## src/rtl/dff_bist_pkg.sv

```systemverilog
// dff_bist_pkg: shared types and constants for the D flip-flop BIST engine.
//   bist_state_e : engine FSM states (idle, issuing vectors, draining, done)
//   LfsrTaps     : Fibonacci tap mask for x^8+x^6+x^5+x^4+1
//   ErrCntW/Max  : error counter width and its saturation value
package dff_bist_pkg;

  typedef enum logic [1:0] {
    StIdle  = 2'd0,
    StRun   = 2'd1,
    StDrain = 2'd2,
    StDone  = 2'd3
  } bist_state_e;

  localparam logic [7:0] LfsrTaps = 8'hB8;

  localparam int unsigned ErrCntW = 16;
  localparam logic [ErrCntW-1:0] ErrCntMax = '1;

endpackage

```

## src/rtl/lfsr8.sv

```systemverilog
// lfsr8: 8-bit Fibonacci LFSR, right-shifting, feedback into bit 7.
//   clk   : clock
//   rst_n : synchronous active-low reset, reloads seed
//   load  : load seed (has priority over en)
//   seed  : value loaded on reset or load
//   en    : advance one step
//   state : current register contents
module lfsr8
  import dff_bist_pkg::*;
(
  input  logic       clk,
  input  logic       rst_n,
  input  logic       load,
  input  logic [7:0] seed,
  input  logic       en,
  output logic [7:0] state
);

  logic [7:0] state_q, state_d;

  always_comb begin
    state_d = state_q;
    if (load) begin
      state_d = seed;
    end else if (en) begin
      state_d = {^(state_q & LfsrTaps), state_q[7:1]};
    end
  end

  always_ff @(posedge clk) begin
    if (!rst_n) begin
      state_q <= seed;
    end else begin
      state_q <= state_d;
    end
  end

  assign state = state_q;

endmodule

```

## src/rtl/dff_bist.sv

```systemverilog
// dff_bist: built-in self test for a single-bit D flip-flop cell.
// Drives a pseudo-random stream on d and checks q / q_c after LATENCY stages.
//   clk, rst_n    : clock, synchronous active-low reset
//   start         : begin a run (accepted only when idle or done)
//   q, q_c        : true / complementary outputs of the flop under test
//   d             : stimulus bit to the flop under test
//   busy          : run or drain in progress
//   done          : results valid and held
//   pass          : no errors in the last run (valid while done)
//   err_count     : saturating count of failing vectors
//   first_err_idx : index of the first failing vector, all-ones if none
module dff_bist
  import dff_bist_pkg::*;
#(
  parameter int unsigned  N_VECTORS = 64,
  parameter int unsigned  LATENCY   = 1,
  parameter logic [7:0]   SEED      = 8'hA5,
  localparam int unsigned CNT_W     = $clog2(N_VECTORS + 1)
) (
  input  logic               clk,
  input  logic               rst_n,
  input  logic               start,
  input  logic               q,
  input  logic               q_c,
  output logic               d,
  output logic               busy,
  output logic               done,
  output logic               pass,
  output logic [ErrCntW-1:0] err_count,
  output logic [CNT_W-1:0]   first_err_idx
);

  localparam logic [7:0]       SeedEff = (SEED == 8'h00) ? 8'h01 : SEED;
  localparam int unsigned      DrnW    = $clog2(LATENCY + 1);
  localparam logic [CNT_W-1:0] LastIdx = CNT_W'(N_VECTORS - 1);
  localparam logic [DrnW-1:0]  LastDrn = DrnW'(LATENCY);

  typedef struct packed {
    logic             valid;
    logic             exp;
    logic [CNT_W-1:0] idx;
  } chk_t;

  bist_state_e         state_q, state_d;
  logic [CNT_W-1:0]    idx_q, idx_d;
  logic [DrnW-1:0]     drn_q, drn_d;
  logic [ErrCntW-1:0]  err_q, err_d;
  logic [CNT_W-1:0]    fidx_q, fidx_d;
  logic                lfsr_load, lfsr_en, clear_res;
  logic [7:0]          lfsr_state;
  logic                unused_lfsr;
  chk_t                iss, chk;
  chk_t [LATENCY-1:0]  pipe_q;
  logic                mismatch;

  lfsr8 u_lfsr (
    .clk   (clk),
    .rst_n (rst_n),
    .load  (lfsr_load),
    .seed  (SeedEff),
    .en    (lfsr_en),
    .state (lfsr_state)
  );

  assign unused_lfsr = ^lfsr_state[7:1];

  // FSM next state; the LFSR is loaded with the seed on the accepting edge so
  // vector 0 is already on d in the first RUN cycle.
  always_comb begin
    state_d   = state_q;
    idx_d     = idx_q;
    drn_d     = drn_q;
    lfsr_load = 1'b0;
    lfsr_en   = 1'b0;
    clear_res = 1'b0;
    unique case (state_q)
      StIdle, StDone: begin
        if (start) begin
          state_d   = StRun;
          idx_d     = '0;
          lfsr_load = 1'b1;
          clear_res = 1'b1;
        end
      end
      StRun: begin
        lfsr_en = 1'b1;
        idx_d   = idx_q + CNT_W'(1);
        if (idx_q == LastIdx) begin
          state_d = StDrain;
          drn_d   = '0;
        end
      end
      StDrain: begin
        if (drn_q == LastDrn) begin
          state_d = StDone;
        end else begin
          drn_d = drn_q + DrnW'(1);
        end
      end
      default: state_d = StIdle;
    endcase
  end

  // Stage 0 of the expected-value pipeline is the vector currently on d.
  always_comb begin
    iss.valid = (state_q == StRun);
    iss.exp   = lfsr_state[0];
    iss.idx   = idx_q;
  end

  if (LATENCY == 1) begin : g_pipe1
    always_ff @(posedge clk) begin
      if (!rst_n) begin
        pipe_q <= '0;
      end else begin
        pipe_q[0] <= iss;
      end
    end
  end else begin : g_pipen
    always_ff @(posedge clk) begin
      if (!rst_n) begin
        pipe_q <= '0;
      end else begin
        pipe_q <= {pipe_q[LATENCY-2:0], iss};
      end
    end
  end

  assign chk      = pipe_q[LATENCY-1];
  assign mismatch = chk.valid & ((q != chk.exp) | (q_c != ~q));

  always_comb begin
    err_d  = err_q;
    fidx_d = fidx_q;
    if (clear_res) begin
      err_d  = '0;
      fidx_d = '1;
    end else if (mismatch) begin
      if (err_q != ErrCntMax) begin
        err_d = err_q + ErrCntW'(1);
      end
      if (err_q == '0) begin
        fidx_d = chk.idx;
      end
    end
  end

  always_ff @(posedge clk) begin
    if (!rst_n) begin
      state_q <= StIdle;
      idx_q   <= '0;
      drn_q   <= '0;
      err_q   <= '0;
      fidx_q  <= '1;
    end else begin
      state_q <= state_d;
      idx_q   <= idx_d;
      drn_q   <= drn_d;
      err_q   <= err_d;
      fidx_q  <= fidx_d;
    end
  end

  assign d             = (state_q == StRun) & lfsr_state[0];
  assign busy          = (state_q == StRun) | (state_q == StDrain);
  assign done          = (state_q == StDone);
  assign pass          = done & (err_q == '0);
  assign err_count     = err_q;
  assign first_err_idx = fidx_q;

endmodule

```

## config.mk

```make
export PLATFORM = sky130hd
export DESIGN_NAME = dff_bist
export DESIGN_NICKNAME = d
export VERILOG_FILES = /design/src/rtl/dff_bist_pkg.sv /design/src/rtl/lfsr8.sv /design/src/rtl/dff_bist.sv
export SDC_FILE = /design/constraint.sdc
export NUM_CORES = 1
export LEC_CHECK = 0
export CELL_PAD_IN_SITES_DETAIL_PLACEMENT = 1
export CELL_PAD_IN_SITES_GLOBAL_PLACEMENT = 1
export CORE_ASPECT_RATIO = 0.75
export CORE_MARGIN = 2
export CORE_UTILIZATION = 43
export CTS_BUF_LIST = sky130_fd_sc_hd__clkbuf_2
export DETAILED_ROUTE_END_ITERATION = 12
export HOLD_SLACK_MARGIN = 0.15
export MAX_ROUTING_LAYER = met4
export PLACE_DENSITY_LB_ADDON = 0.1
export SETUP_SLACK_MARGIN = 0.15
export SLEW_MARGIN = 5
export SYNTH_ARGS = -nofsm -noshare
export SYNTH_HDL_FRONTEND = slang
export SYNTH_SLANG_ARGS = --single-unit
```

## constraint.sdc

```tcl
create_clock -name clk -period 2.1 [get_ports clk]
set_input_delay 0.21 -clock clk [delete_from_list [all_inputs] [get_ports clk]]
set_output_delay 0.21 -clock clk [all_outputs]
set_load 0.05 [all_outputs]
```

; After elaboration in Yosys (flattened, before gate mapping)
; Index checks and enable logic that the tools add are counted.
; W data, S select, Z words.
[classes]
n_addsub = 3
shift = 0
n_mux = 12
eq_ne = 10
bitwise = 7
order_cmp = 0
div_mod_pow = 0
multipliers = 0
reduce_logical = 12
[ops]
columns = operator, n
row1 = $add A16 B1 Y16 const B, 1
row2 = $logic_not A16 Y1, 1
row3 = $ne A16 B16 Y1 const B, 1
row4 = $pmux W7 S2, 1
row5 = $reduce_and A2 Y1, 4
row6 = $reduce_xor A8 Y1, 1
row7 = $add A7 B1 Y7 const B, 1
row8 = $eq A7 B6 Y1 const B, 1
row9 = $mux W7, 1
row10 = $mux W2, 3
row11 = $pmux W2 S3, 1
row12 = $mux W1, 5
row13 = $eq A2 B2 Y1 const B, 2
row14 = $ne A2 B2 Y1 const B, 2
row15 = $reduce_bool A2 Y1, 2
row16 = $reduce_or A2 Y1, 2
row17 = $and A1 B1 Y1, 3
row18 = $reduce_and A3 Y1, 1
row19 = $eq A2 B1 Y1 const B, 1
row20 = $logic_not A2 Y1, 1
row21 = $ne A1 B1 Y1, 2
row22 = $ne A2 B1 Y1 const B, 1
row23 = $not A1 Y1, 2
row24 = $or A1 B1 Y1, 2
row25 = 2 further kinds, 2
[word_totals]
word_cells = 53
reg_bits = 50
latchBits = 0
in_bits = 5
mem_bits_ro = 0
mem_count = 0
ram_bits = 0
out_inout_bits = 27

; Logic depth before layout (Yosys ltp)
[logic_depth]
ltp_word = 5
mapped_depth = 7

; Cells and area by module
; From an unflattened synthesis, not the netlist that was laid out.
[hier_totals]
hier_cells = 246
area_unflattened_um2 = 2372.3
[modules_own_cells]
columns = mod, instances, area_each_um2, cells_each, seq_area_each_um2
row1 = dff_bist, 1, 1960.6, 223, 840.8
row2 = lfsr8, 1, 411.6, 23, 240.2

; Least setup slack after synthesis
; Ideal clock, no wire load.
[synth_timing]
kind = reg2out
start = register err_q[0] (netlist: err_count[0])
end = output port pass
required_ps = 1890
stages_incl_launch_ff = 7
t_arrival_ps = 1902
slack_ps = -12
cell_sequence = dfxtp_1 -> inv_1 -> ha_1 -> nor4b_1 -> and4_1 -> clkbuf_1 -> and2_1
[synth_between]
elab_chain_cells = 2
[synth_rtl]
columns = item, line_no
row1 = from (decl), dff_bist.sv:47  ; logic [ErrCntW-1:0] err_q, err_d;
row2 = from (signal assigned), dff_bist.sv:159  ; err_q <= err_d;
row3 = $logic_not A16 Y1, dff_bist.sv:167  ; assign pass = done & (err_q == '0);
row4 = $and A1 B1 Y1, dff_bist.sv:167
row5 = to (decl), dff_bist.sv:28  ; output logic pass,
; Every way passes these cells.

; Worst setup path after layout
[layout_timing]
start = register err_q[1] (netlist: err_count[1])
end = output port pass
; Same word-level chain as after synthesis.

==> metrics.cfg <==
[sta]
fin_ws_ns=0.0709
drv_slew=0
fin_crit_sh_pct=96.6
finalSetupTns_ns=0
finClkSkew_ns=0.0188
finalCriticalPeriod_ns=2.03
max_freq_mhz=493
finalSetupViolCount=0
rsz0062_at_grt=true
hold_viol_final=0
timing_worst_slew_pin_value_ns=0.482
slew_headroom_pct=67.4

[layout]
antenna_cells=0
postLayoutCellArea_mm2=0.00300
syn_to_final_growth_pct=27.5
drive_gt1_share_pct=17.1
finalNetCount=321
final_cell_count_no_fill=385

[placement]
place.gp.congestion=0.824
dp_cells=371
port_buffers=31
dpl_cell_area_mm2=0.00282
dpl.hpwl_um=4130
pre_cts_slack_ns=0.135

[routing]
first_pass_iters=4
post_drt_wl_per_cell_um=15.1
dr_total_vias=2089
wirelength_um=5800
via_per_inst=5.43
drtIter0Drc=116
ant_nets=0
post-route-drc-count=0

[synthesis]
yosys_warnings=0
ys.flop_type=dfxtp_1
syn_nets=276
syn_inst=264
synth_area_leaders=dfxtp_1, mux2i_1, nand3_1
ys_seq_area_share_pct=42.5
synth.top_cell.area_share_pct=42.5
synth_compound_area_share_pct=14.9
synth_cell_types=42
synth-seq-cells=50
synth-edff-count=0
avgSynthCellArea_um2=8.91
synthArstFlopShare_pct=0
yosys.area_share.adder_pct=3.72
yosys.area_share.simple_pct=27.3
synth_xor_area_share_pct=1.49
synth_top_family_by_area=simple AND/OR/NAND/NOR gates
synthMuxAreaShare_pct=6.38
syn_area_mm2=0.00235
yosys.area.top_type=dfxtp_1

[clock_network]
clk_path_buf_depth=2
clk_pin_slew_ns=0.26
ctsHtreeMaxLevel=2
cts_root_buf=clkbuf_2
cts_num_sinks=50
worstSkewPairLatency_ns=0.46
cts_inserted_buffers=5
cts_tree=done

[global_route]
grt_pass1_vias=1953
grt_use_total_pct=20.9
grt_pass1_wl_um=9490
grt_max_degree=24
grt-ovfl-total=0
antenna_found_initial=0

[worst_setup_path]
crit_arrival_ns=1.82
rrSetupSlack_ns=0.27
cp-end-kind=output port
cp.required_ns=1.89
crit_type=reg2out
cp_max_fo=3
start_kind=flip-flop

[hold_path]
hp-class=reg2reg

[floorplanning]
initial_utilization_pct=44.2
core_area_mm2=0.00532
dieArea_mm2=0.00609
die_h_um=68.1
fp-row-count=23
die_width_um=89.4
ios=32

[pwr]
power.leakage_nw=1.17
ir_worst_vdd_uv=908
pwr_density_cell_mw_per_mm2=901
power_mw=2.70

[run_status]
status=finished, final reports clean

[run]
maxCapViolCount=0

==> synthesized netlist by cell type (6+ instances only) <==
cell type,number
dfxtp_1,50
and2_1,12
ha_1,7
nor3_1,8
nand3_1,24
clkbuf_1,6
a21oi_1,18
nand2_1,25
inv_1,9
nor2_1,8
mux2i_1,15
o21ai_0,14
==> critical path, cell delays in order, from the launching register on <==
cell,delay (ns)
dfxtp_4,0.42
inv_4,0.05
ha_4,0.11
nor4b_4,0.16
buf_4,0.15
and4_1,0.19
and2_4,0.16
buf_12,0.13
==> through the flow <==
stage          hold slack, ns  util, %
6_report                0.490     56.4
5_1_grt                 0.486     56.4
4_1_cts                 0.484     54.4
3_5_place_dp            0.459     53.0
3_3_place_gp            0.449     53.0
2_1_floorplan           0.415        -
==> layout make-up <==
cell class / count / area (um2)
Inverter: 9 / 36.3
Sequential cell: 50 / 1010
Fill cell: 635 / 2320
Tap cell: 75 / 93.8
Multi-Input combinational cell: 194 / 1360
Clock inverter: 3 / 25.0
Timing Repair Buffer: 49 / 450
Clock buffer: 5 / 25.0
==> sequential cells by signal, indices dropped and copies added, names as in the netlist <==
signal         count
u_lfsr.state       8
drn_q              1
chk                9
state_q            2
first_err_idx      7
idx_q              7
err_count         16
==> metal layers <==
| metal | part of all wire, % | vias up | GRT usage, % |
|---|---|---|---|
| li1 | - | 1054 | - |
| met5 | 0 | - | - |
| met4 | 0.91 | 0 | 5.60 |
| met1 | 50 | 1006 | 28.7 |
| met3 | 2.9 | 5 | 3.98 |
| met2 | 46 | 24 | 31.7 |
==> kinds of logic (layout without fill, tap and decap cells) <==
| family | count (synthesis) | after routing |
|---|---|---|
| AO/OA/AOI/OAI | 54 | 54 |
| XOR/XNOR | 4 | 4 |
| adder cells (fa/ha/maj) | 7 | 7 |
| buffers and inverters | 20 | 66 |
| flip-flops | 50 | 50 |
| multiplexers | 15 | 15 |
| AND/OR/NAND/NOR | 114 | 114 |
==> cell usage in the layout, fill, tap and decap left out, types with 2 or more instances in the layout <==
| cell | n |
|---|---|
| ha_4 | 2 |
| nor2b_1 | 4 |
| inv_1 | 7 |
| dfxtp_1 | 41 |
| and3_1 | 5 |
| mux2i_1 | 15 |
| nor4_1 | 2 |
| buf_4 | 18 |
| o21ai_0 | 14 |
| clkdlybuf4s50_1 | 11 |
| nor3b_1 | 2 |
| nand3_1 | 23 |
| dlygate4sd2_1 | 15 |
| and4_1 | 3 |
| nor2_1 | 8 |
| a211oi_1 | 3 |
| buf_12 | 2 |
| o21a_1 | 2 |
| nor4_4 | 3 |
| or4_1 | 5 |
| nand2b_1 | 2 |
| nand2_1 | 25 |
| or3_1 | 4 |
| and2_1 | 11 |
| nand4_1 | 3 |
| dfxtp_2 | 8 |
| ha_1 | 5 |
| xnor2_1 | 4 |
| o31a_1 | 4 |
| a21oi_1 | 17 |
| clkbuf_2 | 5 |
| nor3_1 | 8 |
| o31ai_1 | 5 |
==> timing repair <==
item                       in CTS  in global routing
setup endpoints to repair      17                 10
gates resized for setup        24                 19
pin swaps                       0                  2
gates cloned                    0                  0
setup buffers                   1                  5
hold buffers                    0                  0
==> worst paths after layout <==
path                              startpoint          endpoint  cells past startpoint
worst max-delay path            err_count[1]              pass                      7
worst min-delay path                  chk[4]  first_err_idx[4]                      2
worst max register to register  err_count[0]      err_count[0]                      6
worst min register to register        chk[4]  first_err_idx[4]                      2
==> power by group <==
group	total (mW)	switching, mW	internal, mW
clock network	0.421	0.332	0.0887
logic	1.13	0.659	0.468
registers	1.16	0.0871	1.07
total	2.70	1.08	1.62
(Power assumes the default switching activity.)
